==> src/rtl/gray_pkg.sv <==
// -----------------------------------------------------------------------------
// gray_pkg
//   Shared Gray-code helpers for the pointer counter and for anything that has
//   to encode or decode its pointers.
//   - GRAY_W_DEFAULT : default pointer width.
//   - gray_word_t    : widest word the helper functions operate on.
//   - next_src_e     : which rule produces the next pointer value.
//   - bin2gray()     : bin ^ (bin >> 1).
//   - gray2bin()     : XOR prefix from the MSB down, the same algorithm as the
//                      gray_binary decoder.
//   The functions are written for a full gray_word_t. Narrower pointers are
//   zero-extended on the way in and truncated on the way out. Zero upper bits
//   decode to zero, so the result is exact for any width up to GRAY_W_MAX.
// -----------------------------------------------------------------------------
package gray_pkg;

  localparam int GRAY_W_DEFAULT = 4;
  localparam int GRAY_W_MAX     = 32;

  typedef logic [GRAY_W_MAX-1:0] gray_word_t;

  // Winning term of the clr > load_en > inc_en > hold priority.
  typedef enum logic [1:0] {
    SRC_HOLD = 2'd0,
    SRC_INC  = 2'd1,
    SRC_LOAD = 2'd2,
    SRC_CLR  = 2'd3
  } next_src_e;

  function automatic gray_word_t bin2gray(input gray_word_t bin);
    return bin ^ (bin >> 1);
  endfunction

  function automatic gray_word_t gray2bin(input gray_word_t gray);
    gray_word_t bin;
    bin[GRAY_W_MAX-1] = gray[GRAY_W_MAX-1];
    for (int i = GRAY_W_MAX - 2; i >= 0; i--) begin
      bin[i] = bin[i+1] ^ gray[i];
    end
    return bin;
  endfunction

endpackage

==> src/rtl/gray_ptr_counter_if.sv <==
// -----------------------------------------------------------------------------
// gray_ptr_counter_if
//   Control and pointer bundle for gray_ptr_counter.
//   Signals:
//     clr        ctrl  1      synchronous clear to 0
//     load_en    ctrl  1      synchronous load of load_bin
//     load_bin   ctrl  WIDTH  binary value to load
//     inc_en     ctrl  1      advance pointer by 1
//     bin_ptr    ptr   WIDTH  registered binary count (local addressing only)
//     gray_ptr   ptr   WIDTH  registered Gray count (the only signal that may
//                             cross clock domains)
//     bin_next   ptr   WIDTH  combinational next binary value
//     gray_next  ptr   WIDTH  combinational Gray encoding of bin_next
//     wrap       ptr   1      registered one-cycle rollover pulse
//   Modports:
//     master : drives the control signals and observes the pointers.
//     slave  : the counter itself.
// -----------------------------------------------------------------------------
interface gray_ptr_counter_if
  import gray_pkg::*;
#(
  parameter int WIDTH = GRAY_W_DEFAULT
);

  logic             clr;
  logic             load_en;
  logic [WIDTH-1:0] load_bin;
  logic             inc_en;
  logic [WIDTH-1:0] bin_ptr;
  logic [WIDTH-1:0] gray_ptr;
  logic [WIDTH-1:0] bin_next;
  logic [WIDTH-1:0] gray_next;
  logic             wrap;

  modport master (
    output clr, load_en, load_bin, inc_en,
    input  bin_ptr, gray_ptr, bin_next, gray_next, wrap
  );

  modport slave (
    input  clr, load_en, load_bin, inc_en,
    output bin_ptr, gray_ptr, bin_next, gray_next, wrap
  );

endinterface

==> src/rtl/bin2gray_comb.sv <==
// -----------------------------------------------------------------------------
// bin2gray_comb
//   Purely combinational WIDTH-bit binary-to-Gray encoder.
//   Ports:
//     bin   in   WIDTH  binary value
//     gray  out  WIDTH  bin ^ (bin >> 1)
// -----------------------------------------------------------------------------
module bin2gray_comb
  import gray_pkg::*;
#(
  parameter int WIDTH = GRAY_W_DEFAULT
) (
  input  logic [WIDTH-1:0] bin,
  output logic [WIDTH-1:0] gray
);

  assign gray = bin ^ (bin >> 1);

endmodule

==> src/rtl/gray_ptr_counter.sv <==
// -----------------------------------------------------------------------------
// gray_ptr_counter
//   WIDTH-bit binary up-counter with a registered, glitch-free Gray copy of the
//   count, used as a FIFO/ring pointer that other clock domains sample.
//   Ports:
//     clk    in  1   rising-edge clock
//     rst_n  in  1   asynchronous, active-low reset (loads RESET_VAL)
//     bus    gray_ptr_counter_if.slave
//       controls: clr, load_en, load_bin, inc_en
//       outputs : bin_ptr, gray_ptr, wrap (registered)
//                 bin_next, gray_next (combinational look-ahead)
//   Parameters:
//     WIDTH      pointer width (>= 2)
//     RESET_VAL  binary value loaded on reset
//   The Gray register is loaded from gray_next, the encoding of the next binary
//   value. It is never re-derived from bin_ptr after the flop. This means
//   gray_ptr comes straight from a flop and carries no decode glitches into the
//   sampling domain.
// -----------------------------------------------------------------------------
module gray_ptr_counter
  import gray_pkg::*;
#(
  parameter int WIDTH     = GRAY_W_DEFAULT,
  parameter int RESET_VAL = 0
) (
  input  logic               clk,
  input  logic               rst_n,
  gray_ptr_counter_if.slave  bus
);

  localparam logic [WIDTH-1:0] RESET_BIN  = WIDTH'(RESET_VAL);
  localparam logic [WIDTH-1:0] RESET_GRAY = RESET_BIN ^ (RESET_BIN >> 1);
  localparam logic [WIDTH-1:0] ONE        = WIDTH'(1);

  next_src_e        src;
  logic [WIDTH-1:0] bin_nxt;
  logic [WIDTH-1:0] gray_nxt;
  logic             wrap_nxt;

  logic [WIDTH-1:0] bin_q;
  logic [WIDTH-1:0] gray_q;
  logic             wrap_q;

  // Next-state selection: clr > load_en > inc_en > hold.
  // NOTE: every variable driven here gets a default first, so no path through
  // the block leaves it unassigned and no latch is inferred.
  always_comb begin
    src      = SRC_HOLD;
    bin_nxt  = bin_q;
    wrap_nxt = 1'b0;

    if (bus.clr) begin
      src = SRC_CLR;
    end else if (bus.load_en) begin
      src = SRC_LOAD;
    end else if (bus.inc_en) begin
      src = SRC_INC;
    end

    case (src)
      SRC_CLR:  bin_nxt = '0;
      SRC_LOAD: bin_nxt = bus.load_bin;
      SRC_INC: begin
        bin_nxt  = bin_q + ONE;  // natural modulo 2**WIDTH rollover
        wrap_nxt = (bin_q == '1);
      end
      default:  bin_nxt = bin_q;
    endcase
  end

  bin2gray_comb #(
    .WIDTH (WIDTH)
  ) u_enc (
    .bin  (bin_nxt),
    .gray (gray_nxt)
  );

  // bin, gray and wrap all change on the same edge.
  // NOTE: state registers use non-blocking assignments so every flop samples
  // the pre-edge values regardless of statement order.
  always_ff @(posedge clk or negedge rst_n) begin
    if (!rst_n) begin
      bin_q  <= RESET_BIN;
      gray_q <= RESET_GRAY;
      wrap_q <= 1'b0;
    end else begin
      bin_q  <= bin_nxt;
      gray_q <= gray_nxt;
      wrap_q <= wrap_nxt;
    end
  end

  assign bus.bin_ptr   = bin_q;
  assign bus.gray_ptr  = gray_q;
  assign bus.wrap      = wrap_q;
  assign bus.bin_next  = bin_nxt;
  assign bus.gray_next = gray_nxt;

`ifndef SYNTHESIS
  // Unknown control inputs outside reset are a protocol error by the caller.
  a_ctrl_known: assert property (
    @(posedge clk) disable iff (!rst_n)
      !$isunknown({bus.clr, bus.load_en, bus.inc_en})
  ) else $error("gray_ptr_counter: X on clr/load_en/inc_en");

  // The Gray register must always be the encoding of the binary register.
  a_gray_tracks_bin: assert property (
    @(posedge clk) disable iff (!rst_n)
      gray_q == WIDTH'(bin2gray(gray_word_t'(bin_q)))
  ) else $error("gray_ptr_counter: gray_ptr out of step with bin_ptr");
`endif

endmodule

==> src/flat_wrapper.sv <==
// flat-port wrapper written by rule: the top's interface ports become plain ports
module gray_ptr_counter_flat import gray_pkg::*;
#(
  parameter int WIDTH     = GRAY_W_DEFAULT,
  parameter int RESET_VAL = 0
)
  (clk, rst_n, bus_clr, bus_load_en, bus_load_bin, bus_inc_en, bus_bin_ptr, bus_gray_ptr, bus_bin_next, bus_gray_next, bus_wrap);
  gray_ptr_counter_if #(.WIDTH(WIDTH)) bus_i ();
  input  logic clk;
  input  logic rst_n;
  input wire logic [$bits(bus_i.clr)-1:0] bus_clr;
  input wire logic [$bits(bus_i.load_en)-1:0] bus_load_en;
  input wire logic [$bits(bus_i.load_bin)-1:0] bus_load_bin;
  input wire logic [$bits(bus_i.inc_en)-1:0] bus_inc_en;
  output wire logic [$bits(bus_i.bin_ptr)-1:0] bus_bin_ptr;
  output wire logic [$bits(bus_i.gray_ptr)-1:0] bus_gray_ptr;
  output wire logic [$bits(bus_i.bin_next)-1:0] bus_bin_next;
  output wire logic [$bits(bus_i.gray_next)-1:0] bus_gray_next;
  output wire logic [$bits(bus_i.wrap)-1:0] bus_wrap;
  assign bus_i.clr = bus_clr;
  assign bus_i.load_en = bus_load_en;
  assign bus_i.load_bin = bus_load_bin;
  assign bus_i.inc_en = bus_inc_en;
  assign bus_bin_ptr = bus_i.bin_ptr;
  assign bus_gray_ptr = bus_i.gray_ptr;
  assign bus_bin_next = bus_i.bin_next;
  assign bus_gray_next = bus_i.gray_next;
  assign bus_wrap = bus_i.wrap;
  gray_ptr_counter #(.WIDTH(WIDTH), .RESET_VAL(RESET_VAL)) u_core (.clk(clk), .rst_n(rst_n), .bus(bus_i));
endmodule
==> config.mk <==
export PLATFORM = sky130hd
export DESIGN_NAME = gray_ptr_counter_flat
export DESIGN_NICKNAME = d
export VERILOG_FILES = /design/src/rtl/gray_pkg.sv /design/src/rtl/gray_ptr_counter_if.sv /design/src/rtl/bin2gray_comb.sv /design/src/rtl/gray_ptr_counter.sv /design/src/flat_wrapper.sv
export SDC_FILE = /design/constraint.sdc
export NUM_CORES = 1
export LEC_CHECK = 0
export BUFFER_PORTS_ARGS = -buffer_cell sky130_fd_sc_hd__buf_2
export CORE_AREA = 2 2 39 41
export DETAILED_ROUTE_END_ITERATION = 7
export DIE_AREA = 0 0 41 43
export PLACE_DENSITY_LB_ADDON = 0.12
export SLEW_MARGIN = 30
export SYNTH_ARGS = -nofsm -noshare
export SYNTH_HDL_FRONTEND = slang
export SYNTH_SLANG_ARGS = --single-unit
==> constraint.sdc <==
create_clock -name clk -period 3.8 [get_ports clk]
set_input_delay 0.38 -clock clk [delete_from_list [all_inputs] [get_ports clk]]
set_output_delay 0.38 -clock clk [all_outputs]
set_load 0.02 [all_outputs]
==> metrics.txt <==
Max Cap Violations 0; Setup TNS 0 ps; startpoint type of the worst setup path flip-flop; data required time of the worst path about 3400 ps; CP Capture Type primary output; CTS Buf Count 3; R2R cell count 5; RR Startpoint u_core.bus.bin_ptr[0]; average footprint of a synthesized cell 10.7 um^2; nets 80; Max VDD drop approximately 0.21 mV; hold slack 370 ps; Hold Crit Class primary input to flip-flop; Max Root-Sink Buffers 2; CTS tree done; synth unique cells 22; clk_lat worst skew 250 ps; internal power 0.155 mW; area of the multi-input gates 214 um^2; critical path class flip-flop to primary output; Die X-Extent 41 um; Crit path arrival time 1770 ps; M2 GR Usage a little under a fifth; die footprint between 1500 and 2000 um^2; io pins 26; Most Used Layer, Global Route met2; Synth Cell Area approximately 460 um^2; period utilisation layout 56.7%; RSZ-0062 raised after global routing false; Initial Util 33.2%; Routed Antenna Nets 0; GRT Resource Usage Total 13.5%; worst slew pin tran roughly 270 ps; Slew Limit Fails 0; hold path depth 2; Antenna diodes 0; syn_nets 53; die height 43 um; drt initial violations 5; worst r2r dst u_core.bus.gray_ptr[0]; hpwl dp 762 um; Leakage 0.342 nW; DRC viols 0; CP Max Fanout 5; R2R Setup Slk 2360 ps; Net Sw Power 0.0757 mW; Hold Startpoint bus_clr; Worst-path clk slew 50 ps; Port Buf Inserts 25; drt wl/cell 11.3 um; ratio of cells with drive above 1 in the final layout 47.1%; Fin. Hold Viols 0; Fillers about 150; Rel. slew slack about four fifths; outcome completed; met3 usage 7.85%; first-pass GRT wire length 1460 um; Final Util 43.3%; Reg power frac between 40% and 50%; Cells after Synth 43; root buf cell clkbuf_4; post-synthesis register bit count 8; drt pass-1 iters 3; routed wire length 947 um; via count 401; vias in the first global route 330; Setup violations, final 0; area delta synth->final 30.5%; Clock Sinks 8; met1 usage 15.1%; Reg area 200 um^2; GRT Residual Overflow 0; sw frac 32.8%; core area approximately 1400 um^2; initial antenna violation count 0; fmax 464 MHz; placed insts 80; pre-CTS setup slack about 1900 ps; H-tree depth 1; largest net degree at the start of global routing 11; Hold Path End u_core.bus.wrap; Setup Skew approximately 0.50 ps; Vias/cell between 4 and 5; Final WS setup between 1500 and 2000 ps; sequential share of the synthesized area 43.6%; total power divided by cell area between 300 and 400 nW/um^2; num rows 14; RD Place Congestion 0.705; Clk pwr share between 20% and 30%; Yosys warning total 0; minimum clock period 2150 ps; Combinational Power Share 30.5%; Final Instance Count excl. Fillers between 80 and 90
## cells by family (layout without fill, tap and decap cells)
group / after synthesis / after routing / synth area share, %
muxes: 1 / 1 / 2.18
DFF: 8 / 8 / 43.6
buffers and inverters: 6 / 31 / 9.81
AOI/OAI and AO/OA: 6 / 6 / 11.2
and+or+nand+nor: 16 / 16 / 21.0
adders and majority gates: 1 / 1 / 2.72
xor gates and xnor gates: 5 / 5 / 9.54
## layout make-up
class	instances	share of cell area, %
clock buffer	3	3.76
timing repair buffer	26	22.5
inverter	2	1.25
multi-input combinational	29	35.7
sequential	8	33.4
tap	16	3.34
## per-stage QoR
| stage | total power [mW] | instance area (um^2) |
|---|---|---|
| 3_5_place_dp | 0.170 | 567 |
| 2_1_floorplan | 0.148 | 459 |
| 3_3_place_gp | 0.171 | 567 |
| 4_1_cts | 0.235 | 599 |
| 5_1_grt | 0.248 | 599 |
| 6_report | 0.231 | 599 |
## how the worst max path moves through the flow
stage                                startpoint                to  slack [ps]  depth (start not counted)
after floorplan           u_core.bus.bin_ptr[0]  bus_gray_next[1]        1750                          6
after global placement    u_core.bus.bin_ptr[0]  bus_gray_next[0]        1860                          6
after detailed placement  u_core.bus.bin_ptr[0]  bus_gray_next[0]        1910                          6
after CTS                 u_core.bus.bin_ptr[0]  bus_gray_next[0]        1620                          6
after global routing      u_core.bus.bin_ptr[0]  bus_gray_next[1]        1500                          6
final                     u_core.bus.bin_ptr[0]  bus_gray_next[0]        1650                          6
## flip-flops by register name, indices dropped and copies added (netlist names)
| register | count |
|---|---|
| u_core.bus.bin_ptr | 4 |
| u_core.bus.gray_ptr | 3 |
| u_core.bus.wrap | 1 |
## layer usage
metal | wire length (um) | vias to the layer above
met4 | 26 | 0
li1 | - | 193
met1 | 368 | 189
met2 | 481 | 15
met5 | 0 | -
met3 | 70 | 4
## power groups by stage
stage	Sequential (mW)	Combinational [mW]	Clock [mW]
after floorplan	0.109	0.0394	0
after global placement	0.0998	0.0708	0
after detailed placement	0.0997	0.0707	0
after CTS	0.0984	0.0717	0.0652
after global routing	0.0991	0.0764	0.0726
final	0.0983	0.0704	0.0623
## synthesized netlist by cell type
cell	n	share of area [%]
a31oi_1	1	1.4
and2_1	2	2.7
and3_1	1	1.4
buf_4	2	3.3
buf_6	2	4.9
dfrtp_1	8	44
ha_1	1	2.7
inv_1	2	1.6
mux2i_1	1	2.2
nand2_1	5	4.1
nand2b_1	1	1.4
nand4_1	1	1.4
nor2_1	2	1.6
nor2b_4	2	6.0
nor3_1	1	1.1
nor4_1	1	1.4
o211a_1	1	2.2
o211ai_2	1	2.7
o21ai_1	2	2.2
o31ai_2	1	2.7
xnor2_1	4	7.6
xor2_1	1	1.9
## critical path, stage by stage (launching register included)
cell and delay [ps]:
dfrtp_1 430, ha_1 310, mux2i_1 130, o21ai_1 60, and2_1 210, xor2_1 190
buf_2 190
## cells in the final DEF, fill, tap and decap left out, drive strengths merged, types with 2 or more instances in the layout
master  count
and2        2
buf        25
clkbuf      3
dfrtp       8
inv         2
nand2       5
nor2        2
nor2b       2
o21ai       2
xnor2       4
## timing repair
item / 4_1_cts / 5_1_grt
resized for setup: 0 / 0
hold endpoints to repair: 8 / 0
setup buffers: 0 / 0
hold buffers: 1 / 0
(Power assumes the default switching activity.)
